===== src/rtl/cp0_irq_ctrl.sv =====
// CP0 register file and interrupt controller: BadVAddr, Count, Compare,
// Status, Cause, EPC, PRId; timer + hw interrupts, exception entry, ERET.
// Ports: clk, rst (sync, high); raddr/rdata read port with write bypass;
// we/waddr/wdata MTC0; hw_int; except_*; eret; int_req, epc_o, status_o,
// cause_o.
module cp0_irq_ctrl #(
  parameter int          N_HW_INT     = 6,
  parameter int          COUNT_DIV    = 2,
  parameter logic [31:0] PRID_VALUE   = 32'h0001_8000,
  parameter logic [31:0] STATUS_RESET = 32'h0040_0000
) (
  input  logic                clk,
  input  logic                rst,
  input  logic [4:0]          raddr,
  output logic [31:0]         rdata,
  input  logic                we,
  input  logic [4:0]          waddr,
  input  logic [31:0]         wdata,
  input  logic [N_HW_INT-1:0] hw_int,
  input  logic                except_valid,
  input  logic [4:0]          except_code,
  input  logic [31:0]         except_pc,
  input  logic                except_delayslot,
  input  logic [31:0]         except_badvaddr,
  input  logic                eret,
  output logic                int_req,
  output logic [31:0]         epc_o,
  output logic [31:0]         status_o,
  output logic [31:0]         cause_o
);

  localparam int PW = (COUNT_DIV > 1) ? $clog2(COUNT_DIV) : 1;
  localparam logic [PW-1:0] PRESC_MAX = PW'(COUNT_DIV - 1);
  localparam logic [31:0]   ST_MASK   = 32'h0000_FF03;

  localparam logic [4:0] A_BADV = 5'd8;
  localparam logic [4:0] A_CNT  = 5'd9;
  localparam logic [4:0] A_CMP  = 5'd11;
  localparam logic [4:0] A_ST   = 5'd12;
  localparam logic [4:0] A_CAU  = 5'd13;
  localparam logic [4:0] A_EPC  = 5'd14;
  localparam logic [4:0] A_PRID = 5'd15;

  logic [31:0]   r_badv, r_count, r_compare, r_status, r_epc;
  logic [PW-1:0] r_presc;
  logic          r_ti, r_bd;
  logic [1:0]    r_sw;
  logic [5:0]    r_hw;
  logic [4:0]    r_exc;

  logic [31:0]   n_badv, n_count, n_compare, n_status, n_epc;
  logic [PW-1:0] n_presc;
  logic          n_ti, n_bd;
  logic [1:0]    n_sw;
  logic [4:0]    n_exc;

  logic [5:0]    w_hw;
  logic          w_tick;
  logic [31:0]   w_cnt_inc;
  logic [7:0]    w_ip;
  logic [31:0]   w_cause;
  logic [31:0]   w_byp_cause;
  logic [31:0]   w_byp_status;
  logic [31:0]   w_rd_cur;
  logic [31:0]   w_rd_byp;

  // Zero-extended so unused IP positions read 0 for small N_HW_INT;
  // bit 5 is only ever non-zero when N_HW_INT == 6.
  assign w_hw      = 6'(hw_int);
  assign w_tick    = (r_presc == PRESC_MAX);
  assign w_cnt_inc = r_count + 32'd1;

  assign w_ip    = {r_hw[5] | r_ti, r_hw[4:0], r_sw};
  assign w_cause = {r_bd, r_ti, 2'b00, 12'h000,
                    w_ip, 1'b0, r_exc, 2'b00};

  assign w_byp_cause  = {w_cause[31:10], wdata[1:0], w_cause[7:0]};
  assign w_byp_status = (r_status & ~ST_MASK) | (wdata & ST_MASK);

  function automatic logic [31:0] rd_mux(
    input logic [4:0]  a,
    input logic [31:0] badv,
    input logic [31:0] cnt,
    input logic [31:0] cmp,
    input logic [31:0] st,
    input logic [31:0] cau,
    input logic [31:0] epc
  );
    logic [31:0] d;
    d = 32'h0;
    unique case (a)
      A_BADV:  d = badv;
      A_CNT:   d = cnt;
      A_CMP:   d = cmp;
      A_ST:    d = st;
      A_CAU:   d = cau;
      A_EPC:   d = epc;
      A_PRID:  d = PRID_VALUE;
      default: d = 32'h0;
    endcase
    return d;
  endfunction

  assign w_rd_cur = rd_mux(raddr, r_badv, r_count, r_compare,
                           r_status, w_cause, r_epc);
  assign w_rd_byp = rd_mux(raddr, r_badv, wdata, wdata,
                           w_byp_status, w_byp_cause, wdata);
  assign rdata = (we && waddr == raddr) ? w_rd_byp : w_rd_cur;

  assign int_req  = r_status[0] & ~r_status[1]
                  & |(w_ip & r_status[15:8]);
  assign epc_o    = r_epc;
  assign status_o = r_status;
  assign cause_o  = w_cause;

  always_comb begin
    n_presc   = w_tick ? '0 : r_presc + PW'(1);
    n_count   = w_tick ? w_cnt_inc : r_count;
    n_ti      = r_ti | (w_tick && (w_cnt_inc == r_compare));
    n_compare = r_compare;
    n_status  = r_status;
    n_sw      = r_sw;
    n_epc     = r_epc;
    n_bd      = r_bd;
    n_exc     = r_exc;
    n_badv    = r_badv;

    if (we) begin
      unique case (waddr)
        A_CNT: begin
          // A load replaces the increment, so it can never raise TI.
          n_count = wdata;
          n_presc = '0;
          n_ti    = r_ti;
        end
        A_CMP: begin
          n_compare = wdata;
          n_ti      = 1'b0;
        end
        A_ST:    n_status = w_byp_status;
        A_CAU:   n_sw     = wdata[1:0];
        A_EPC:   n_epc    = wdata;
        default: ;
      endcase
    end

    if (eret)
      n_status[1] = 1'b0;

    // EXL tested after write and ERET, so ERET+exception records EPC.
    if (except_valid) begin
      if (!n_status[1]) begin
        n_epc = except_delayslot ? except_pc - 32'd4 : except_pc;
        n_bd  = except_delayslot;
      end
      n_status[1] = 1'b1;
      n_exc       = except_code;
      if (except_code == 5'd4 || except_code == 5'd5)
        n_badv = except_badvaddr;
    end
  end

  always_ff @(posedge clk) begin
    if (rst) begin
      r_badv    <= 32'h0;
      r_count   <= 32'h0;
      r_compare <= 32'h0;
      r_status  <= STATUS_RESET;
      r_epc     <= 32'h0;
      r_presc   <= '0;
      r_ti      <= 1'b0;
      r_bd      <= 1'b0;
      r_sw      <= 2'b00;
      r_hw      <= 6'h00;
      r_exc     <= 5'h00;
    end else begin
      r_badv    <= n_badv;
      r_count   <= n_count;
      r_compare <= n_compare;
      r_status  <= n_status;
      r_epc     <= n_epc;
      r_presc   <= n_presc;
      r_ti      <= n_ti;
      r_bd      <= n_bd;
      r_sw      <= n_sw;
      r_hw      <= w_hw;
      r_exc     <= n_exc;
    end
  end

endmodule


===== config.mk =====
export PLATFORM = sky130hd
export DESIGN_NAME = cp0_irq_ctrl
export DESIGN_NICKNAME = d
export VERILOG_FILES = /design/src/rtl/cp0_irq_ctrl.sv
export SDC_FILE = /design/constraint.sdc
export NUM_CORES = 1
export LEC_CHECK = 0
export ABC_AREA = 1
export BUFFER_PORTS_ARGS = -buffer_cell sky130_fd_sc_hd__buf_2
export CORE_MARGIN = 2
export CORE_UTILIZATION = 40
export DETAILED_ROUTE_END_ITERATION = 8
export PLACE_DENSITY = 0.65
export SYNTH_ARGS = -nofsm -noshare
export SYNTH_HDL_FRONTEND = slang
export SYNTH_SLANG_ARGS = --single-unit

===== constraint.sdc =====
create_clock -name clk -period 2.1 [get_ports clk]
set_input_delay 0.42 -clock clk [delete_from_list [all_inputs] [get_ports clk]]
set_output_delay 0.42 -clock clk [all_outputs]
set_load 0.05 [all_outputs]

# --- Yosys cells after proc, flatten, opt, wreduce, memory -nomap -nowiden ---
# Cells that the tools add are included.
word_totals:
  ff_bits: 176
  latch_bits: 0
  ram_bits: 0
  rom_bits: 0
  inputBits: 123
  word_cells: 70
  mem_count: 0
op_classes:
  n_addsub: 3
  mul: 0
  n_div: 0
  magnitude_cmp: 0
  eq_ne: 17
  n_shift: 0
  n_mux: 20
  bitwise_logic: 8
  n_reduce_logical: 10
ops:
  columns: ["op", "n"]
  rows:
  - ["32-bit 2-to-1 mux", 9]
  - ["32-bit case mux with 7 select lines", 1]
  - ["32-bit case mux with 5 select lines", 1]
  - ["5-bit by 4-bit equality test with 1-bit output, second input constant", 12]
  - ["32-bit by 1-bit adder with 32-bit output, second input constant", 1]
  - ["32-bit equality test", 1]
  - ["32-bit by 16-bit OR with 32-bit output", 1]
  - ["32-bit by 3-bit subtractor with 32-bit output, second input constant", 1]
  - ["5-bit by 3-bit equality test with 1-bit output, second input constant", 2]
  - ["2-bit AND reduction", 5]
  - ["8-bit bitwise AND", 1]
  - ["8-bit OR reduction", 1]
  - ["1-bit 2-to-1 mux", 6]
  - ["5-bit equality test", 1]
  - ["2-bit 2-to-1 mux", 2]
  - ["3-bit OR reduction", 1]
  - ["1-bit bitwise AND", 2]
  - ["1-bit logical AND", 2]
  - ["2-bit inequality test, second input constant", 1]
  - ["1-bit inverter", 2]
  - ["1-bit OR", 2]
  - ["1-bit case mux with 2 select lines", 1]
  - ["1-bit adder, second input constant", 1]
  - ["1-bit logical OR", 1]

# --- Logic depth before layout (Yosys ltp) ---
# Gate-level depths: netlist of run 1.
depth:
  ltp_word: 6
  mapped_depth: 15
  ltp_nobuf: 15

# --- Worst setup path before layout of run 1 ---
# No wires, ideal clock.
synth_timing:
  path_type: "input to output"
  start: "in raddr[2]"
  end: "out rdata[15]"
  arrival_ns: 3.103
  required_time_ns: 1.680
  path_slack_ns: -1.423
  path_stages: 6
  n_path_buf: 0
  cell_sequence: "inv_1 > nor3_1 > nand3_1 > o21ai_2 > nor2_1 > o311ai_0"
synth_between:
  elab_chain_cells: 4
synth_rtl:
  columns: ["item", "line", "source"]
  rows:
  - ["start: declaration", "14", "input logic [4:0] raddr,"]
  - ["5-bit by 4-bit equality test with 1-bit output", "91", "unique case (a)"]
  - ["3-bit OR reduction (no line)", null, null]
  - ["32-bit case mux with 5 select lines", "91", null]
  - ["32-bit 2-to-1 mux *", "108", "assign rdata = (we && waddr == raddr) ? w_rd_byp : w_rd_cur;"]
  - ["end: declaration", "15", "output logic [31:0] rdata,"]
# Mark *: on every way between the ends. The rest lies on a longest branch, timed or not.

# --- Worst setup path in the final report of run 1 ---
layout_timing:
  start: "in raddr[0]"
  end: "out rdata[20]"
# Same word-level chain as after synthesis.

==> metrics.txt, run 1 <==
unrepaired setup endpoints after global routing yes; Cell variety after synth 50; number of global-route vias before repair 11300; CP Capture Type output pin; CP max stage cell o21ai_4; io pins 252; via count 12300; Crit path required time 1680 ps; maximum number of pins on one net before global-route repair 45; delay of the slowest critical-path stage 240 ps; CTS tree done; proportion of layout cells with a drive suffix above 1 30.1%; Detailed Route WL 43000 um; Post-Syn Area per Cell 6.25 sq um; total track usage 31.8%; Max-Cap Viols 0; R2R setup slack -50 ps; peak supply drop 0.000389 V; WHS Endpoint r_hw[4]$_SDFF_PP0_; Buffers & Inverters on Critical Path 7; remaining global-route overflow 0; reg2reg end r_ti$_SDFFE_PP0P_; antenna violations before repair 0; Max clock buf depth 2; Final HPWL DP 33800 um; CP arrival 2000 ps; LEAKAGE 6.81 nW; non-filler cells in the finished layout 2281; Reg clk slew, reported paths 70 ps; nets 2063; first-pass detailed-route iteration total 8; Worst R2R Path Depth 15; Final min period 2420 ps; first-pass GRT wire length 64200 um; DR iter-0 viols 1247; Die ar. 26400 sq um; cts hold-fix bufs 0; Syn Std Cell Area 10100 sq um; share of synthesized registers carrying an async set or reset 0%; #FFs+latches synth 154; vias per cell 5.40; PwrDens 588 nW/um^2; count of final setup violators 34; Crit path depth 10; Clock Latency Late Sink 430 ps; Hold WC Path Type in -> reg; Antenna diodes 0; Slew Limit Fails 0; Post-DRT Antenna Nets 0; number of flops mapped to enable cells by yosys 0; Final Util 57.7%; CP cell instances buf_4, clkinvlp_4, buf_6, buf_6, o21ai_4, buf_12, nand2_8, buf_6, o211ai_1, buf_4; HP Start hw_int[4]; I/O Buffers 212; largest area contributor in the netlist dfxtp_1; Root Driver clkbuf_16; DIE WIDTH 163 um; Max Clk Rate 0.414 GHz; part of the cycle the worst path needs 115%; final hold vios 0; placed cells 2240; CP top delay family buffers and inverters; final hold slack 193 ps; Crit Path Max Fanout 5; yosys warns 0; Area contributors post-synth dfxtp_1 (31%), nand2_1 (13%), o21ai_0 (8.6%), nor2_1 (8.0%), inv_1 (7.6%); Primary FF master, synth dfxtp_1; CTS Buf Count 17; final setup margin -317 ps; CTS sink count 154; run status finished, violations left; wire per inst 18.9 um; Reg2Reg Launch Point r_count[1]$_SDFF_PP0_; Area Growth Syn to Fin 42.9%; Hold Path Stages 3; post-synth top area share 30.7%; starting density of the core 40.4%; most used cell, CP buf_6; Die Y 163 um; CP startpoint kind primary input; gpl congestion 1.01; post-synthesis sequential area ratio 30.7%; number of core rows 58; DRC violations left 0; failing checks setup timing; clk_skew 8.72 ps; Crit Path Class in -> out; core box area 24900 sq um; Syn Inst Count 1608; H-tree depth 4
registers in the layout (all words and copies together), names as in the netlist:
signal     cells
r_sw           2
r_hw           6
r_badv        32
r_count       32
r_ti           1
epc_o         32
r_presc        1
r_bd           1
status_o      10
r_exc          5
r_compare     32
cell type report:
cell class / count / area [sq um]
Timing Repair Buffer: 390 / 2960
Clock inverter: 14 / 184
Sequential cell: 154 / 3100
Clock buffer: 18 / 439
Inverter: 210 / 825
Fill cell: 2484 / 10500
Multi-Input combinational cell: 1165 / 6440
Tap cell: 330 / 413
tightest hold or removal path: cells and delay by family:
| kind | cells | cell delay (ps) |
|---|---|---|
| buffers and inverters | 2 | 130 |
| AND/OR/NAND/NOR | 1 | 30 |
layer usage:
metal,global-route usage [%],share of wire (%)
met3,6.95,10
met1,44.7,43
met2,48.1,43
met4,11.2,3.2
met5,0,0
Yosys cell counts, types with 3 or more instances:
library cell	instances
a211oi_1	16
a21oi_1	91
a221oi_1	20
a31oi_1	9
buf_2	9
buf_4	46
clkbuf_1	60
dfxtp_1	154
inv_1	204
inv_2	5
nand2_1	341
nand2_2	5
nand3_1	94
nand4_1	9
nor2_1	215
nor2_2	3
nor2_4	5
nor2_8	3
nor3_1	19
nor4_1	4
o2111ai_1	19
o211ai_1	15
o21ai_0	172
o21ai_1	7
o221ai_1	12
o22ai_1	22
or2_2	5
xor2_1	10
placed cells by master, fill, tap and decap left out, drive strengths merged, types with 3 or more instances in the layout:
cell type,netlist,layout
o22ai,22,22
nand3,96,96
nor3,22,22
a211oi,16,16
a221oi,20,20
nor2,226,226
buf,56,387
bufinv,0,3
clkbuf,60,21
inv,209,213
nand4,10,10
nor4,4,4
o221ai,12,12
a31oi,9,9
nand2,348,348
xor2,10,10
o2111ai,19,19
a21oi,92,92
clkinv,1,6
dfxtp,154,154
o21ai,180,180
conb,2,39
o211ai,15,15
or2,5,5
kinds of logic (layout without fill, tap and decap cells):
| logic type | count (synthesis) | after routing | share of synthesized area (%) |
|---|---|---|---|
| adders and majority gates | 2 | 2 | 0.249 |
| DFF | 154 | 154 | 30.7 |
| muxes | 1 | 1 | 0.112 |
| buffers and inverters | 326 | 632 | 14.0 |
| AOI/OAI and AO/OA | 396 | 396 | 23.2 |
| and+or+nand+nor | 713 | 713 | 30.2 |
| other | 2 | 39 | 0.0747 |
| xor gates and xnor gates | 14 | 14 | 1.49 |
worst max path at each step:
stage	to	slack, ps	startpoint
global placement	rdata[1]	-450	raddr[2]
floorplan	rdata[17]	-430	waddr[2]
detailed placement	rdata[1]	-500	raddr[2]
global route	rdata[20]	-370	raddr[2]
CTS	rdata[18]	-310	raddr[3]
finish	rdata[20]	-320	raddr[0]
timing repair:
item,4_1_cts,5_1_grt
cloned,0,1
setup endpoints to repair,34,34
buffers inserted,13,5
gates resized for setup,143,94
pin swaps,27,44
power breakdown:
group          total (mW)  switching, mW  internal (mW)
registers            3.22          0.154           3.07
logic                1.88           1.29          0.595
clock network        3.34           1.41           1.94
total                8.44           2.85           5.60
through the flow:
step           setup WS, ps  instance area, sq um  power, mW  TNS (ps)
3_5_place_dp           -503                 12800       5.01    -14220
2_1_floorplan          -430                 10500       4.36     -7140
6_report               -317                 14400       8.44     -7480
3_3_place_gp           -450                 12800       5.00    -13800
5_1_grt                -368                 14400       8.70     -9500
4_1_cts                -305                 14000       8.37     -7230
No activity file was read; power rests on OpenSTA's default activity.
==> run 2: changes to the inputs <==
PLACE_DENSITY = 0.66   (was 0.65)
==> run 2 against run 1 <==
Effect of this change: the run still ends with setup timing left; global-route usage fell by 0.41 points; count of clock-buffer cells in the layout down 1; first-iteration DRC count up 10%; design area rose by 0.71%; sequential power about the same; maximum frequency decreased by 2.1%; setup slack got worse by 51 ps; core utilization grew 0.41 points; combinational power is essentially flat; final cell count shrank 0.48%; register-to-register slack gained 110 ps; via count up 0.63%.
==> metrics.txt, run 2 (synthesis gave the netlist of run 1 again) <==
LEAKAGE 6.84 nW (+0.31%); Slew Limit Fails 0 (unchanged); nets 2050 (-0.63%); Max-Cap Viols 0 (unchanged); non-filler cells in the finished layout 2270 (-0.48%); failing checks setup timing; Crit Path Max Fanout 5 (unchanged); DRC violations left 0 (unchanged); Post-DRT Antenna Nets 0 (unchanged); I/O Buffers 212 (unchanged); CP startpoint kind primary input; unrepaired setup endpoints after global routing yes; peak supply drop 0.000366 V (-5.9%); Crit path required time 1680 ps (about the same); first-pass detailed-route iteration total 7 (-1); Max Clk Rate 0.405 GHz (-2.1%); Max clock buf depth 2 (unchanged); Fill cells 2334 (-6.0%); part of the cycle the worst path needs 118% (+2.4 points); Reg clk slew, reported paths 80 ps (about the same); CP Capture Type output pin; final setup margin -369 ps (-51.3 ps); PwrDens 585 nW/um^2 (-0.48%); Area Growth Syn to Fin 43.9%; CP max stage cell o211ai_1; placed cells 2200 (-1.8%); Clock Latency Late Sink 440 ps (about the same); count of final setup violators 32 (-5.9%); via count 12400 (+0.63%); cell area after layout 14500 sq um (+0.71%); io pins 252 (unchanged); CTS tree done; CP cell instances buf_8, clkinvlp_4, buf_6, nor2_4, nand2_4, buf_12, buf_16, o211ai_1, o21ai_1, o311ai_4, buf_12; Root Driver clkbuf_16; number of core rows 58 (unchanged); H-tree depth 4 (unchanged); most used cell, CP buf_12; Hold WC Path Type in -> reg; first-pass GRT wire length 63400 um (-1.3%); Final Total Pwr 8.46 mW (+0.22%); CTS Buf Count 17 (unchanged); vias per cell 5.46 (+1.1%); gpl congestion 1.05 (+3.4%); Detailed Route WL 43300 um (+0.69%); delay of the slowest critical-path stage 260 ps (+20 ps); Final HPWL DP 32100 um (-5.1%); starting density of the core 40.4% (unchanged); post-route setup TNS -7780 ps (-303 ps); Crit Path Class in -> out; Die ar. 26400 sq um (unchanged); wire per inst 19.1 um (+1.2%); maximum number of pins on one net before global-route repair 68 (+51%); run status finished, violations left; Die Y 163 um (unchanged); Final min period 2470 ps (+51.3 ps); CP arrival 2050 ps (+50 ps); clk_skew 12.8 ps (+4.10 ps); proportion of layout cells with a drive suffix above 1 30.5% (+0.41 points); most frequent cells in the layout nand2_1 (310), nor2_1 (195), inv_1 (192), buf_2 (174); cts hold-fix bufs 0 (unchanged); antenna violations before repair 2 (+2); core box area 24900 sq um (unchanged); final hold vios 0 (unchanged); final hold slack 179 ps (-14.0 ps); Final Util 58.1% (+0.41 points); DIE WIDTH 163 um (unchanged); DR iter-0 viols 1377 (+10%); most common cell after layout, fill and taps aside nand2_1; number of global-route vias before repair 11100 (-1.1%); Placed Area 12400 sq um (-2.9%); pre-CTS WS -773 ps (-270 ps); remaining global-route overflow 0 (unchanged); total track usage 31.4% (-0.41 points); CTS sink count 154 (unchanged)
[run 2: changes by cell type in the layout (fill, tap and decap cells not counted), sizes merged]
cell and delta:
inv +1, bufbuf +1, clkbuf -4, buf -13
diode +2, nand2 +1, nor2 +1
[run 2: final cells by class]
cell class | count | area [sq um] | share of cell area (%)
inverters | 210 | 837 | 5.79
multi-input cells | 1167 | 6540 | 45.2
flip-flops and latches | 154 | 3090 | 21.4
diodes | 2 | 5.00 | 0.0346
clock buffers | 17 | 425 | 2.94
repair buffers | 375 | 2960 | 20.4
clock inverters | 15 | 199 | 1.38
well taps | 330 | 413 | 2.85
[run 2: repair_timing]
action | CTS | global route
setup buffers | 12 | 21
endpoints found under the hold margin | 0 | 0
setup endpoints to repair | 33 | 34
pin swaps | 26 | 47
cloned | 6 | 1
resized for setup | 167 | 126
[run 2: critical path, delay by kind of cell]
kind	cells	cell delay, ps
AOI/OAI and AO/OA	3	540
buffers and inverters	6	870
and+or+nand+nor	2	230
[run 2: final timing paths]
check | from | slack [ps] | to | cells after the start
max | raddr[0] | -370 | rdata[15] | 11
min | hw_int[3] | 180 | r_hw[3]$_SDFF_PP0_ | 3
min reg2reg | r_exc[2]$_SDFFE_PP0P_ | 500 | r_exc[2]$_SDFFE_PP0P_ | 2
max reg2reg | r_count[0]$_SDFF_PP0_ | 60 | r_ti$_SDFFE_PP0P_ | 14
[run 2: report_power, final]
group / internal, mW / switching, mW / total (mW)
registers: 3.06 / 0.157 / 3.22
logic: 0.603 / 1.29 / 1.89
clock network: 1.92 / 1.43 / 3.35
[run 2: metal layers]
metal,GRT usage [%],up-vias,wire (um),part of all wire (%)
met5,0,-,0,0
met4,11.3,0,1720,4.0
met3,5.68,119,4070,9.4
met2,48.9,671,19000,44
met1,43.6,5712,18500,43
li1,-,5885,-,-
